$ cat config.mk
export PLATFORM = sky130hd
export DESIGN_NAME = change_dispenser_flat
export DESIGN_NICKNAME = d
export VERILOG_FILES = /design/src/rtl/change_dispenser_pkg.sv /design/src/rtl/change_dispenser_if.sv /design/src/rtl/change_dispenser_coin_pulse_timer.sv /design/src/rtl/change_dispenser.sv /design/src/flat_wrapper.sv
export SDC_FILE = /design/constraint.sdc
export NUM_CORES = 1
export LEC_CHECK = 0
export CORE_MARGIN = 1.5
export CORE_UTILIZATION = 40
export CTS_CLUSTER_SIZE = 28
export DETAILED_ROUTE_END_ITERATION = 10
export PLACE_DENSITY = 0.73
export SLEW_MARGIN = 20
export SYNTH_ARGS = -nofsm -noshare
export SYNTH_HDL_FRONTEND = slang
export SYNTH_SLANG_ARGS = --single-unit
$ cat constraint.sdc
create_clock -name i_clk -period 5.5 [get_ports i_clk]
set_input_delay 1.1 -clock i_clk [delete_from_list [all_inputs] [get_ports i_clk]]
set_output_delay 1.1 -clock i_clk [all_outputs]
set_load 0.05 [all_outputs]
$ cat src/rtl/change_dispenser_pkg.sv
// Shared types and change-code constants for the vending FSM and the change dispenser.
package vend_pkg;

    typedef enum logic [2:0] {
        IDLE,
        SELECT,
        EJECT,
        GAP,
        DONE,
        ERR
    } state_t;

    typedef enum logic [1:0] {
        NONE,
        SODA,
        DIME,
        NICKEL
    } coin_t;

    // Change codes count 5-cent units.
    localparam logic [2:0] CHG_0   = 3'd0;
    localparam logic [2:0] CHG_5   = 3'd1;
    localparam logic [2:0] CHG_10  = 3'd2;
    localparam logic [2:0] CHG_15  = 3'd3;
    localparam logic [2:0] CHG_20  = 3'd4;
    localparam logic [2:0] CHG_MAX = CHG_20;

    function automatic logic is_legal_change(input logic [2:0] code);
        return (code <= CHG_MAX);
    endfunction

endpackage

$ cat src/rtl/change_dispenser_if.sv
// Vend request channel from the vending FSM into the change dispenser.
interface change_dispenser_if;

    logic       vend_valid;
    logic       vend_ready;
    logic       soda;
    logic [2:0] change;

    modport master (
        output vend_valid,
        output soda,
        output change,
        input  vend_ready
    );

    modport slave (
        input  vend_valid,
        input  soda,
        input  change,
        output vend_ready
    );

endinterface

$ cat src/rtl/change_dispenser_coin_pulse_timer.sv
// Shared down-counter timing both the eject strobe width and the quiet gap after it.
module coin_pulse_timer
#(
    parameter int PULSE_W = 4,
    parameter int GAP_W   = 2
) (
    input  logic i_clk,
    input  logic i_rst_n,
    input  logic i_load_pulse,
    input  logic i_load_gap,
    output logic o_expired
);

    localparam int MAX_W = (PULSE_W > GAP_W) ? PULSE_W : GAP_W;
    localparam int TW    = (MAX_W > 1) ? $clog2(MAX_W + 1) : 1;

    logic [TW-1:0] r_cnt;

    always_ff @(posedge i_clk) begin
        if (!i_rst_n) begin
            r_cnt <= '0;
        end else if (i_load_pulse) begin
            r_cnt <= TW'(PULSE_W - 1);
        end else if (i_load_gap) begin
            r_cnt <= TW'(GAP_W - 1);
        end else if (r_cnt != '0) begin
            r_cnt <= r_cnt - TW'(1);
        end
    end

    assign o_expired = (r_cnt == '0);

endmodule

$ cat src/rtl/change_dispenser.sv
// Output stage after the vending FSM: ejects soda and greedy dime-first change,
// tracks coin inventory and reports any change it could not pay.
module change_dispenser
    import vend_pkg::*;
#(
    parameter int PULSE_W     = 4,
    parameter int GAP_W       = 2,
    parameter int CNT_W       = 8,
    parameter int NICKEL_INIT = 20,
    parameter int DIME_INIT   = 20
) (
    input  logic              i_clk,
    input  logic              i_rst_n,
    change_dispenser_if.slave vend,
    input  logic              i_refill_nickel,
    input  logic              i_refill_dime,
    output logic              o_eject_soda,
    output logic              o_eject_dime,
    output logic              o_eject_nickel,
    output logic              o_done,
    output logic              o_short,
    output logic [2:0]        o_owed,
    output logic              o_err,
    output logic [CNT_W-1:0]  o_nickel_cnt,
    output logic [CNT_W-1:0]  o_dime_cnt
);

    localparam logic [CNT_W-1:0] CNT_MAX = {CNT_W{1'b1}};

    state_t           r_state;
    state_t           w_state_nx;
    coin_t            r_coin;
    coin_t            w_coin_nx;
    logic             r_soda_pend;
    logic             w_soda_pend_nx;
    logic [2:0]       r_amt;
    logic [2:0]       w_amt_nx;
    logic [CNT_W-1:0] r_nickel_cnt;
    logic [CNT_W-1:0] r_dime_cnt;
    logic             w_dec_nickel;
    logic             w_dec_dime;
    logic             w_load_pulse;
    logic             w_load_gap;
    logic             w_expired;

    // A refill coinciding with a decrement cancels out; a lone refill saturates.
    function automatic logic [CNT_W-1:0] f_next_cnt(input logic [CNT_W-1:0] cnt,
                                                    input logic             refill,
                                                    input logic             dec);
        logic [CNT_W-1:0] nxt;
        nxt = cnt;
        if (refill && !dec && (cnt != CNT_MAX)) begin
            nxt = cnt + CNT_W'(1);
        end else if (dec && !refill) begin
            nxt = cnt - CNT_W'(1);
        end
        return nxt;
    endfunction

    coin_pulse_timer #(
        .PULSE_W (PULSE_W),
        .GAP_W   (GAP_W)
    ) u_timer (
        .i_clk        (i_clk),
        .i_rst_n      (i_rst_n),
        .i_load_pulse (w_load_pulse),
        .i_load_gap   (w_load_gap),
        .o_expired    (w_expired)
    );

    always_ff @(posedge i_clk) begin
        if (!i_rst_n) begin
            r_state     <= IDLE;
            r_coin      <= NONE;
            r_soda_pend <= 1'b0;
            r_amt       <= CHG_0;
        end else begin
            r_state     <= w_state_nx;
            r_coin      <= w_coin_nx;
            r_soda_pend <= w_soda_pend_nx;
            r_amt       <= w_amt_nx;
        end
    end

    always_comb begin
        w_state_nx     = r_state;
        w_coin_nx      = r_coin;
        w_soda_pend_nx = r_soda_pend;
        w_amt_nx       = r_amt;
        w_dec_nickel   = 1'b0;
        w_dec_dime     = 1'b0;
        w_load_pulse   = 1'b0;
        w_load_gap     = 1'b0;

        case (r_state)
            IDLE: begin
                if (vend.vend_valid) begin
                    if (is_legal_change(vend.change)) begin
                        w_soda_pend_nx = vend.soda;
                        w_amt_nx       = vend.change;
                        w_coin_nx      = NONE;
                        w_state_nx     = SELECT;
                    end else begin
                        w_state_nx = ERR;
                    end
                end
            end
            SELECT: begin
                w_state_nx   = EJECT;
                w_load_pulse = 1'b1;
                if (r_soda_pend) begin
                    w_coin_nx      = SODA;
                    w_soda_pend_nx = 1'b0;
                end else if ((r_amt >= CHG_10) && (r_dime_cnt != '0)) begin
                    w_coin_nx  = DIME;
                    w_amt_nx   = r_amt - CHG_10;
                    w_dec_dime = 1'b1;
                end else if ((r_amt >= CHG_5) && (r_nickel_cnt != '0)) begin
                    w_coin_nx    = NICKEL;
                    w_amt_nx     = r_amt - CHG_5;
                    w_dec_nickel = 1'b1;
                end else begin
                    w_coin_nx    = NONE;
                    w_state_nx   = DONE;
                    w_load_pulse = 1'b0;
                end
            end
            EJECT: begin
                if (w_expired) begin
                    w_state_nx = GAP;
                    w_load_gap = 1'b1;
                end
            end
            GAP: begin
                if (w_expired) begin
                    w_state_nx = SELECT;
                end
            end
            DONE:    w_state_nx = IDLE;
            ERR:     w_state_nx = IDLE;
            default: w_state_nx = IDLE;
        endcase
    end

    always_ff @(posedge i_clk) begin
        if (!i_rst_n) begin
            r_nickel_cnt <= CNT_W'(NICKEL_INIT);
            r_dime_cnt   <= CNT_W'(DIME_INIT);
        end else begin
            r_nickel_cnt <= f_next_cnt(r_nickel_cnt, i_refill_nickel, w_dec_nickel);
            r_dime_cnt   <= f_next_cnt(r_dime_cnt, i_refill_dime, w_dec_dime);
        end
    end

    assign vend.vend_ready   = (r_state == IDLE);
    assign o_eject_soda      = (r_state == EJECT) && (r_coin == SODA);
    assign o_eject_dime      = (r_state == EJECT) && (r_coin == DIME);
    assign o_eject_nickel    = (r_state == EJECT) && (r_coin == NICKEL);
    assign o_done            = (r_state == DONE);
    assign o_short           = (r_state == DONE) && (r_amt != CHG_0);
    assign o_owed            = (r_state == DONE) ? r_amt : CHG_0;
    assign o_err             = (r_state == ERR);
    assign o_nickel_cnt      = r_nickel_cnt;
    assign o_dime_cnt        = r_dime_cnt;

endmodule

$ cat src/flat_wrapper.sv
// flat-port wrapper written by rule: the top's interface ports become plain ports
module change_dispenser_flat import vend_pkg::*;
#(
    parameter int PULSE_W     = 4,
    parameter int GAP_W       = 2,
    parameter int CNT_W       = 8,
    parameter int NICKEL_INIT = 20,
    parameter int DIME_INIT   = 20
)
  (i_clk, i_rst_n, i_refill_nickel, i_refill_dime, o_eject_soda, o_eject_dime, o_eject_nickel, o_done, o_short, o_owed, o_err, o_nickel_cnt, o_dime_cnt, vend_vend_valid, vend_soda, vend_change, vend_vend_ready);
  change_dispenser_if vend_i ();
  input  logic i_clk;
  input  logic i_rst_n;
  input  logic i_refill_nickel;
  input  logic i_refill_dime;
  output logic o_eject_soda;
  output logic o_eject_dime;
  output logic o_eject_nickel;
  output logic o_done;
  output logic o_short;
  output logic [2:0] o_owed;
  output logic o_err;
  output logic [CNT_W-1:0] o_nickel_cnt;
  output logic [CNT_W-1:0] o_dime_cnt;
  input wire logic [$bits(vend_i.vend_valid)-1:0] vend_vend_valid;
  input wire logic [$bits(vend_i.soda)-1:0] vend_soda;
  input wire logic [$bits(vend_i.change)-1:0] vend_change;
  output wire logic [$bits(vend_i.vend_ready)-1:0] vend_vend_ready;
  assign vend_i.vend_valid = vend_vend_valid;
  assign vend_i.soda = vend_soda;
  assign vend_i.change = vend_change;
  assign vend_vend_ready = vend_i.vend_ready;
  change_dispenser #(.PULSE_W(PULSE_W), .GAP_W(GAP_W), .CNT_W(CNT_W), .NICKEL_INIT(NICKEL_INIT), .DIME_INIT(DIME_INIT)) u_core (.i_clk(i_clk), .i_rst_n(i_rst_n), .vend(vend_i), .i_refill_nickel(i_refill_nickel), .i_refill_dime(i_refill_dime), .o_eject_soda(o_eject_soda), .o_eject_dime(o_eject_dime), .o_eject_nickel(o_eject_nickel), .o_done(o_done), .o_short(o_short), .o_owed(o_owed), .o_err(o_err), .o_nickel_cnt(o_nickel_cnt), .o_dime_cnt(o_dime_cnt));
endmodule
==> metrics.cfg, run 1 <==
[global_routing]
grt_max_degree = 18
grt_pass1_vias = 1898
antenna_found_initial = 0
grtUsageTotal = 0.177
gr-total-overflow = 0
grt_pass1_wl_um = 8730

[min_path]
min_to = u_core.r_coin[0]
hold_class = reg -> reg
min_path_cells = 2
worstHoldStart = u_core.r_coin[0]

[critical_path]
worstReg2RegStart = u_core.r_amt[1]
worstPathRequired_ns = 5.72
cp_num_buf_inv = 2
reg2regPathDepth = 11
r2r_slack_ns = 1.95
crit_chain = clkdlybuf4s50_1 > o311a_1 > clkinv_2 > ha_1 > a21oi_1 > o211ai_1 > o41ai_1 > mux2i_1 > mux2i_1
endpoint_kind = flip-flop
cpPeakStageDelay_ns = 0.55
crit_family = compound AO/OA/AOI/OAI gates
rr_endpoint = u_core.o_nickel_cnt[7]
cp-start-kind = input port
critical_path_class = in -> reg
worst-path-max-fanout = 14
critPathMostFrequentCell = mux2i_1
slowest_stage = clkdlybuf4s50_1
cp.arrival_ns = 3.85

[sta]
post-route-period-util = 0.660
period_needed_ns = 3.63
finalSetupTns_ns = 0
worst_slack_ns = 1.87
fmax_mhz = 275
finalHoldViolations = 0
hold_slack_ns = 0.519
fin_skew_ns = 0.00621
setup_viol = 0
slew_headroom = 0.550
rsz0062_at_grt = false
tightestPinTransition_ns = 0.673
maxSlewViolCount = 0

[detailed_routing]
via_per_inst = 5.63
first_pass_iters = 4
drt_iter0_markers = 108
drtAntennaViolNets = 0
drt-total-wl_um = 5150
num_vias = 2084
wl_per_cell_um = 13.9
drc = 0

[logic_synthesis]
synth_edf_count = 0
synth_fa_ha_area_frac = 0.127
synth_top_family_by_area = simple AND/OR/NAND/NOR gates
synthSimpleGateAreaFrac = 0.256
syn_nets = 301
synth-compound-area-share = 0.239
netlist_area_um2 = 2190
avgSynthCellArea_um2 = 8.10
synthCells = 271
synth-xor-area-share = 0.0279
synthMuxAreaShare = 0.0519
synthFlopType = dfxtp_1
ys_seq_area_frac = 0.255
yosys.area.top_type_share = 0.255
ys_types = 58
synth_warnings = 0
async_flop_share = 0
synth-seq-cells = 28
synth.area.top_cells = dfxtp_1 26%, ha_1 11%, nand2_1 4.6%
yosys.area.top_type = dfxtp_1

[cts]
insertion_delay_ns = 0.28
cts-root-buf = clkbuf_8
cts_buffer_depth = 2
postCtsHoldBufs = 0
postCtsSetupBuffers = 0
clock_sinks = 28
cts_made_buffers = 3
clkTransAtPathRegs_ns = 0.10
cts_tree = yes
cts_resized = 0
htreeDepth = 1

[run_status]
status = completed

[final_layout]
fin_area_um2 = 2650
drive_gt1_frac = 0.0600
diodes = 0
final_cell_mix = 34 x clkdlybuf4s50_1, 28 x dfxtp_1, 27 x nand2_1
final_common_cell = clkdlybuf4s50_1
layout.nets = 331
area_delta_synth_final_pct = 20.9

[die]
core_area_um2 = 5200
start_util = 0.422
io_pins = 35
die_area_um2 = 5940
die_w_um = 77.1
std_cell_rows = 26
die_h_um = 77.1

[power]
peakVddDrop_mv = 0.289
p_total_uw = 1620
leakagePower_uw = 0.00104
power_density_nw_per_um2 = 611

[place]
hpwlAfterDp_um = 3840
routabilityCongestion = 0.829
numPortBuffers = 34
placed_cell_area_um2 = 2580
dp_slack_ns = 1.61

[run]
drv_cap = 0

## routing by layer
| metal | up-vias | track usage | part of all wire |
|---|---|---|---|
| li1 | 1065 | - | - |
| met1 | 962 | 0.228 | 0.46 |
| met2 | 48 | 0.311 | 0.48 |
| met3 | 9 | 0.0179 | 0.046 |
| met4 | 0 | 0.0491 | 0.016 |
| met5 | - | 0 | 0 |
## how the worst max path moves through the flow
stage	cells past startpoint	slack [ns]	endpoint	from
final	9	1.87	u_core.o_nickel_cnt[7]	i_refill_nickel
after global routing	11	1.61	u_core.o_nickel_cnt[7]	u_core.r_amt[1]
after CTS	9	1.89	u_core.o_nickel_cnt[7]	i_refill_nickel
after detailed placement	9	1.61	u_core.o_nickel_cnt[7]	i_refill_nickel
after global placement	9	1.66	u_core.o_nickel_cnt[6]	i_refill_nickel
after floorplan	3	2.10	o_eject_dime	u_core.r_state[1]
## final cells by class
cell class | count | area, um2
clock buffers | 3 | 41.3
flip-flops and latches | 28 | 561
inverters | 12 | 46.3
well taps | 70 | 87.6
repair buffers | 35 | 348
clock inverters | 1 | 30.0
fillers | 498 | 2550
multi-input cells | 221 | 1540
## synthesized netlist by cell type (2+ instances only)
master    count
ha_1         19
xor2_1        5
a21oi_1      20
a211oi_1      2
nand2_1      27
mux2i_1      10
nor4_2        2
a31oi_1       3
o21a_1        3
nand4_1       4
o311ai_0      3
or3_1         2
nor4_1        3
nor3_1        9
or2_2         5
o211ai_1      4
nor2b_1       4
inv_1        10
o21ai_0      17
clkbuf_1      6
dfxtp_1      28
or4_1         2
a22o_1        2
nand3_1      12
xnor2_1       2
buf_2         3
nand2b_1      8
o21bai_1      2
a21o_1        2
o221ai_1      3
a211o_1       2
fa_1          2
nor2_1       20
## power breakdown
part | leakage, uW | total [uW] | switching [uW] | internal, uW
clock | 0.0000357 | 166 | 68.8 | 97.6
combinational | 0.000778 | 1060 | 650 | 411
sequential | 0.000231 | 393 | 112 | 280
total | 0.00104 | 1620 | 831 | 789
## state kept, by name (all words and copies together) (netlist names)
signal and cells:
u_core.r_amt 3, u_core.o_nickel_cnt 8, u_core.r_soda_pend 1, u_core.u_timer.r_cnt 3
u_core.o_dime_cnt 8, u_core.r_state 3, u_core.r_coin 2
## kinds of logic (layout without fill, tap and decap cells)
logic type,Yosys count,count (layout)
xor gates and xnor gates,7,7
and+or+nand+nor,106,106
buffers and inverters,22,51
DFF,28,28
AOI/OAI and AO/OA,76,76
adders and majority gates,21,21
muxes,11,11
## per-stage QoR
step | std cells | util
after CTS | 370 | 0.510
after global routing | 370 | 0.510
final | 370 | 0.510
after floorplan | 271 | -
after detailed placement | 366 | 0.496
after global placement | 366 | 0.496
## worst min-delay path: cells and delay by family (launching register included)
family / cells / cell delay (ns)
simple gates: 1 / 0.07
flops: 1 / 0.36
compound gates: 1 / 0.05
(Power assumes the default switching activity.)
==> run 2, diff against run 1 <==
--- a/config.mk
+++ b/config.mk
@@ -9,7 +9,7 @@
 export CORE_UTILIZATION = 40
 export CTS_CLUSTER_SIZE = 28
 export DETAILED_ROUTE_END_ITERATION = 10
-export PLACE_DENSITY = 0.73
+export PLACE_DENSITY = 0.76
 export SLEW_MARGIN = 20
 export SYNTH_ARGS = -nofsm -noshare
 export SYNTH_HDL_FRONTEND = slang
==> constraint.sdc (replaced) <==
create_clock -name i_clk -period 2.9 [get_ports i_clk]
set_input_delay 0.58 -clock i_clk [delete_from_list [all_inputs] [get_ports i_clk]]
set_output_delay 0.58 -clock i_clk [all_outputs]
set_load 0.05 [all_outputs]
==> metrics.cfg, run 2 (same netlist as run 1, synthesis figures left out) <==
[run_status]
status = completed

[die]
std_cell_rows = 26  ; unchanged
io_pins = 35  ; unchanged
die_w_um = 77.1  ; unchanged
die_area_um2 = 5940  ; unchanged
core_area_um2 = 5200  ; unchanged
start_util = 0.422  ; unchanged
die_h_um = 77.1  ; unchanged

[critical_path]
critical_path_class = reg -> reg
rr_endpoint = u_core.o_dime_cnt[7]
crit_path_start = u_core.r_soda_pend
endpoint_kind = flip-flop
worstPathRequired_ns = 3.12  ; -2.60 ns
worst-path-max-fanout = 9  ; -5
reg2regPathDepth = 10  ; -1
worstReg2RegStart = u_core.r_soda_pend
cp.arrival_ns = 3.02  ; -0.83 ns
r2r_slack_ns = 0.11  ; -1.84 ns
cp-start-kind = flip-flop

[detailed_routing]
wl_per_cell_um = 14.4  ; +3.4%
first_pass_iters = 4  ; unchanged
via_per_inst = 5.56  ; -1.4%
num_vias = 2289  ; +9.8%
drc = 0  ; unchanged
drtAntennaViolNets = 0  ; unchanged
drt_iter0_markers = 109  ; +0.93%
drt-total-wl_um = 5930  ; +15%

[final_layout]
layout.nets = 373  ; +13%
diodes = 0  ; unchanged
area_delta_synth_final_pct = 38.8
drive_gt1_frac = 0.237  ; +0.177
final_common_cell = buf_4
final_cell_mix = 43 x buf_4, 34 x clkdlybuf4s50_1, 27 x nand2_1
fin_area_um2 = 3050  ; +15%

[global_routing]
gr-total-overflow = 0  ; unchanged
grt_pass1_wl_um = 10100  ; +16%
grt_pass1_vias = 2220  ; +17%
antenna_found_initial = 0  ; unchanged
grt_max_degree = 19  ; +1
grtUsageTotal = 0.206  ; +0.0297

[sta]
worst_slack_ns = 0.109  ; -1.76 ns
slew_headroom = 0.596  ; +0.0456
finalHoldViolations = 0  ; unchanged
post-route-period-util = 0.963
fin_skew_ns = 0.00350  ; -0.00272 ns
fmax_mhz = 358
period_needed_ns = 2.79
tightestPinTransition_ns = 0.595  ; -0.0780 ns
maxSlewViolCount = 0  ; unchanged
setup_viol = 0  ; unchanged

[place]
numPortBuffers = 34  ; unchanged
routabilityCongestion = 0.843  ; +1.7%
hpwlAfterDp_um = 4530  ; +18%
placed_cell_area_um2 = 2940  ; +14%
dp_slack_ns = -0.110  ; -1.72 ns

[cts]
cts_tree = yes
cts-root-buf = clkbuf_8
cts_buffer_depth = 2  ; unchanged
insertion_delay_ns = 0.28  ; about the same
htreeDepth = 1  ; unchanged
clock_sinks = 28  ; unchanged
cts_made_buffers = 3  ; unchanged
clkTransAtPathRegs_ns = 0.10  ; about the same

[run]
drv_cap = 0  ; unchanged

[min_path]
min_path_cells = 2  ; unchanged
worstHoldStart = u_core.o_nickel_cnt[6]
min_to = u_core.o_nickel_cnt[6]
hold_class = reg -> reg

[power]
peakVddDrop_mv = 0.696  ; +140%
leakagePower_uw = 0.00126  ; +21%
power_density_nw_per_um2 = 1140  ; +86%

run 2: per-stage QoR:
step	util	std cells	TNS, ns	total power (uW)	hold WS (ns)
floorplan	-	271	0	2360	0.454
global placement	0.564	404	0	3080	0.486
detailed placement	0.564	404	-0.234	3140	0.495
CTS	0.578	408	0	3430	0.510
global route	0.585	412	-0.00872	3730	0.552
finish	0.585	412	0	3460	0.509
run 2: how the worst max path moves through the flow:
stage                              to  slack, ns  cells after the start
2_1_floorplan  u_core.o_nickel_cnt[7]      0.003                     11
3_3_place_gp     u_core.o_dime_cnt[7]      0.004                      9
3_5_place_dp   u_core.o_nickel_cnt[7]      -0.11                      9
4_1_cts          u_core.o_dime_cnt[7]       0.04                     10
5_1_grt          u_core.o_dime_cnt[7]     -0.009                     10
6_report         u_core.o_dime_cnt[7]       0.11                     10
run 2: power by group:
group / total [uW] / switching (uW) / internal, uW
sequential: 728 / 180 / 547
combinational: 2480 / 1400 / 1080
clock: 251 / 129 / 122
total: 3460 / 1710 / 1740
run 2: area by class of cell:
class | count | area (um2)
Fill cell | 492 | 2160
Multi-Input combinational cell | 221 | 1610
Timing Repair Buffer | 77 | 663
Sequential cell | 28 | 577
Tap cell | 70 | 87.6
Inverter | 12 | 57.6
Clock buffer | 4 | 55.1
run 2: layer usage:
layer | vias to the layer above | part of all wire | track usage | wire length (um)
li1 | 1142 | - | - | -
met1 | 1080 | 0.46 | 0.256 | 2710
met2 | 61 | 0.49 | 0.368 | 2920
met3 | 6 | 0.041 | 0.0262 | 246
met4 | 0 | 0.0089 | 0.0655 | 53
met5 | - | 0 | 0 | 0
run 2: timing repair:
| action | in CTS | in global routing |
|---|---|---|
| pin swaps | 1 | 1 |
| endpoints found under the setup margin | 2 | 3 |
| resized for setup | 3 | 4 |
| hold buffers | 0 | 0 |
| buffers inserted | 0 | 4 |
run 2: worst max-delay path: stages, from the launching register on:
cell and delay, ns:
dfxtp_1 0.33, or4b_4 0.56, buf_4 0.20, a221oi_4 0.21, or2_4 0.20, ha_1 0.26
a211oi_2 0.26, o21ai_0 0.15, a211o_1 0.30, a22o_1 0.21, nand2_1 0.05
==> run 3, diff against run 2 <==
--- a/config.mk
+++ b/config.mk
@@ -6,10 +6,10 @@
 export NUM_CORES = 1
 export LEC_CHECK = 0
 export CORE_MARGIN = 1.5
-export CORE_UTILIZATION = 40
+export CORE_UTILIZATION = 49
 export CTS_CLUSTER_SIZE = 28
 export DETAILED_ROUTE_END_ITERATION = 10
-export PLACE_DENSITY = 0.76
+export PLACE_DENSITY = 0.88
 export SLEW_MARGIN = 20
 export SYNTH_ARGS = -nofsm -noshare
 export SYNTH_HDL_FRONTEND = slang
==> metrics.cfg, run 3 (same netlist as run 1, synthesis figures left out) <==
[power]
p_sw_frac = 0.501  ; +0.00534
p_total_uw = 3450  ; -0.27%
leakagePower_uw = 0.00123  ; -2.2%
peakVddDrop_mv = 0.697  ; +0.13%
p_comb_frac = 0.716  ; about the same
p_seq_frac = 0.211  ; about the same
pwr-share-clk = 0.073  ; about the same
internal-power_uw = 1720  ; -1.3%
switchingPower_uw = 1730  ; +0.81%
power_density_nw_per_um2 = 1160  ; +2.0%

[sta]
fmax_mhz = 361  ; +0.66%
period_needed_ns = 2.77  ; -0.0184 ns
worst_slack_ns = 0.127  ; +0.0184 ns
maxSlewViolCount = 0  ; unchanged
tightestPinTransition_ns = 0.574  ; -0.0204 ns
finalSetupTns_ns = 0  ; unchanged
finalHoldViolations = 0  ; unchanged
slew_headroom = 0.610  ; +0.0139
fin_skew_ns = 0.0116  ; +0.00812 ns
setup_viol = 0  ; unchanged
post-route-period-util = 0.956  ; -0.00633

[min_path]
hold_class = reg -> reg
min_path_cells = 2  ; unchanged

[detailed_routing]
num_vias = 2334  ; +2.0%
drt_iter0_markers = 113  ; +3.7%
via_per_inst = 6.02  ; +8.3%
drtAntennaViolNets = 0  ; unchanged
drc = 0  ; unchanged
first_pass_iters = 4  ; unchanged
drt-total-wl_um = 5940  ; +0.13%
wl_per_cell_um = 15.3  ; +6.3%

[global_routing]
grtUsageMet3 = 0.0274  ; +0.00123
grt_pass1_wl_um = 9850  ; -2.9%
gr-total-overflow = 0  ; unchanged
grt_pass1_vias = 2220  ; unchanged
grtUsageTotal = 0.241  ; +0.0349
grtUsageMet1 = 0.298  ; +0.0424
busiest_layer = met2
grt_max_degree = 18  ; -1
use_met2 = 0.440  ; +0.0721
antenna_found_initial = 0  ; unchanged

[die]
core_area_um2 = 4320  ; -17%
start_util = 0.508  ; +0.0859
die_h_um = 69.9  ; -9.3%
std_cell_rows = 24  ; -7.7%
die_w_um = 69.9  ; -9.3%
die_area_um2 = 4890  ; -18%
io_pins = 35  ; unchanged

[final_layout]
final_util = 0.688  ; +0.103
diodes = 0  ; unchanged
final_common_cell = buf_4
fillCellCount = 365  ; -26%
layout.nets = 367  ; -1.6%
final_cell_mix = 37 x buf_4, 34 x clkdlybuf4s50_1, 27 x nand2_1
area_delta_synth_final_pct = 35.6
drive_gt1_frac = 0.220  ; -0.0166

[critical_path]
cp-start-kind = flip-flop
critical_path_class = reg -> reg
worstPathRequired_ns = 3.12  ; about the same
endpoint_kind = flip-flop
worst-path-max-fanout = 9  ; unchanged
cp.arrival_ns = 2.99  ; -0.03 ns
reg2regPathDepth = 10  ; unchanged

[place]
dp_slack_ns = -0.120  ; -0.00974 ns
hpwlAfterDp_um = 4520  ; -0.21%
routabilityCongestion = 0.920  ; +9.1%
numPortBuffers = 34  ; unchanged

[cts]
insertion_delay_ns = 0.29  ; about the same
postCtsHoldBufs = 0  ; unchanged
cts-root-buf = clkbuf_8
cts_tree = yes
htreeDepth = 1  ; unchanged
cts_made_buffers = 3  ; unchanged
cts_buffer_depth = 2  ; unchanged
clkTransAtPathRegs_ns = 0.11  ; about the same
clock_sinks = 28  ; unchanged

[run_status]
status = completed

[run]
drv_cap = 0  ; unchanged

[run 3: through the flow]
step,cell area [um2],hold WS (ns),instances
5_1_grt,2980,0.524,388
4_1_cts,2950,0.500,387
6_report,2980,0.510,388
3_3_place_gp,2890,0.478,383
2_1_floorplan,2280,0.454,271
3_5_place_dp,2890,0.483,383
[run 3: what timing repair did]
| item | 4_1_cts | 5_1_grt |
|---|---|---|
| setup endpoints to repair | 0 | 5 |
| resized for setup | 0 | 7 |
| setup buffers | 0 | 1 |
[run 3: power by group through the flow]
stage	clock network (uW)	logic (uW)	registers (uW)
6_report	252	2470	728
5_1_grt	271	2680	752
4_1_cts	253	2430	723
3_5_place_dp	0	2400	731
3_3_place_gp	0	2310	723
2_1_floorplan	0	1370	990
[run 3: cell type report]
| type | count | area (um2) | area share |
|---|---|---|---|
| sequential | 28 | 578 | 0.194 |
| timing repair buffer | 71 | 618 | 0.208 |
| inverter | 12 | 57.6 | 0.0193 |
| multi-input combinational | 221 | 1600 | 0.538 |
| clock buffer | 4 | 55.1 | 0.0185 |
| tap | 52 | 65.1 | 0.0219 |
[run 3: critical path, stage by stage, from the launching register on]
cell,delay (ns)
dfxtp_1,0.33
or4b_4,0.56
buf_4,0.20
a221oi_4,0.20
or2_4,0.19
buf_4,0.14
ha_1,0.28
o21a_1,0.21
a211o_1,0.31
a22o_1,0.22
nand2_1,0.07
[run 3: metal layers]
metal | vias to the layer above | share of wire
met5 | - | 0
met2 | 78 | 0.50
li1 | 1130 | -
met4 | 0 | 0.013
met1 | 1114 | 0.43
met3 | 12 | 0.054
[run 3: final timing paths]
kind	from	slack [ns]	endpoint
hold reg to reg	u_core.r_coin[0]	0.51	u_core.r_coin[0]
setup / recovery	u_core.r_soda_pend	0.13	u_core.o_dime_cnt[7]
hold / removal	u_core.r_coin[0]	0.51	u_core.r_coin[0]
setup reg to reg	u_core.r_soda_pend	0.13	u_core.o_dime_cnt[7]
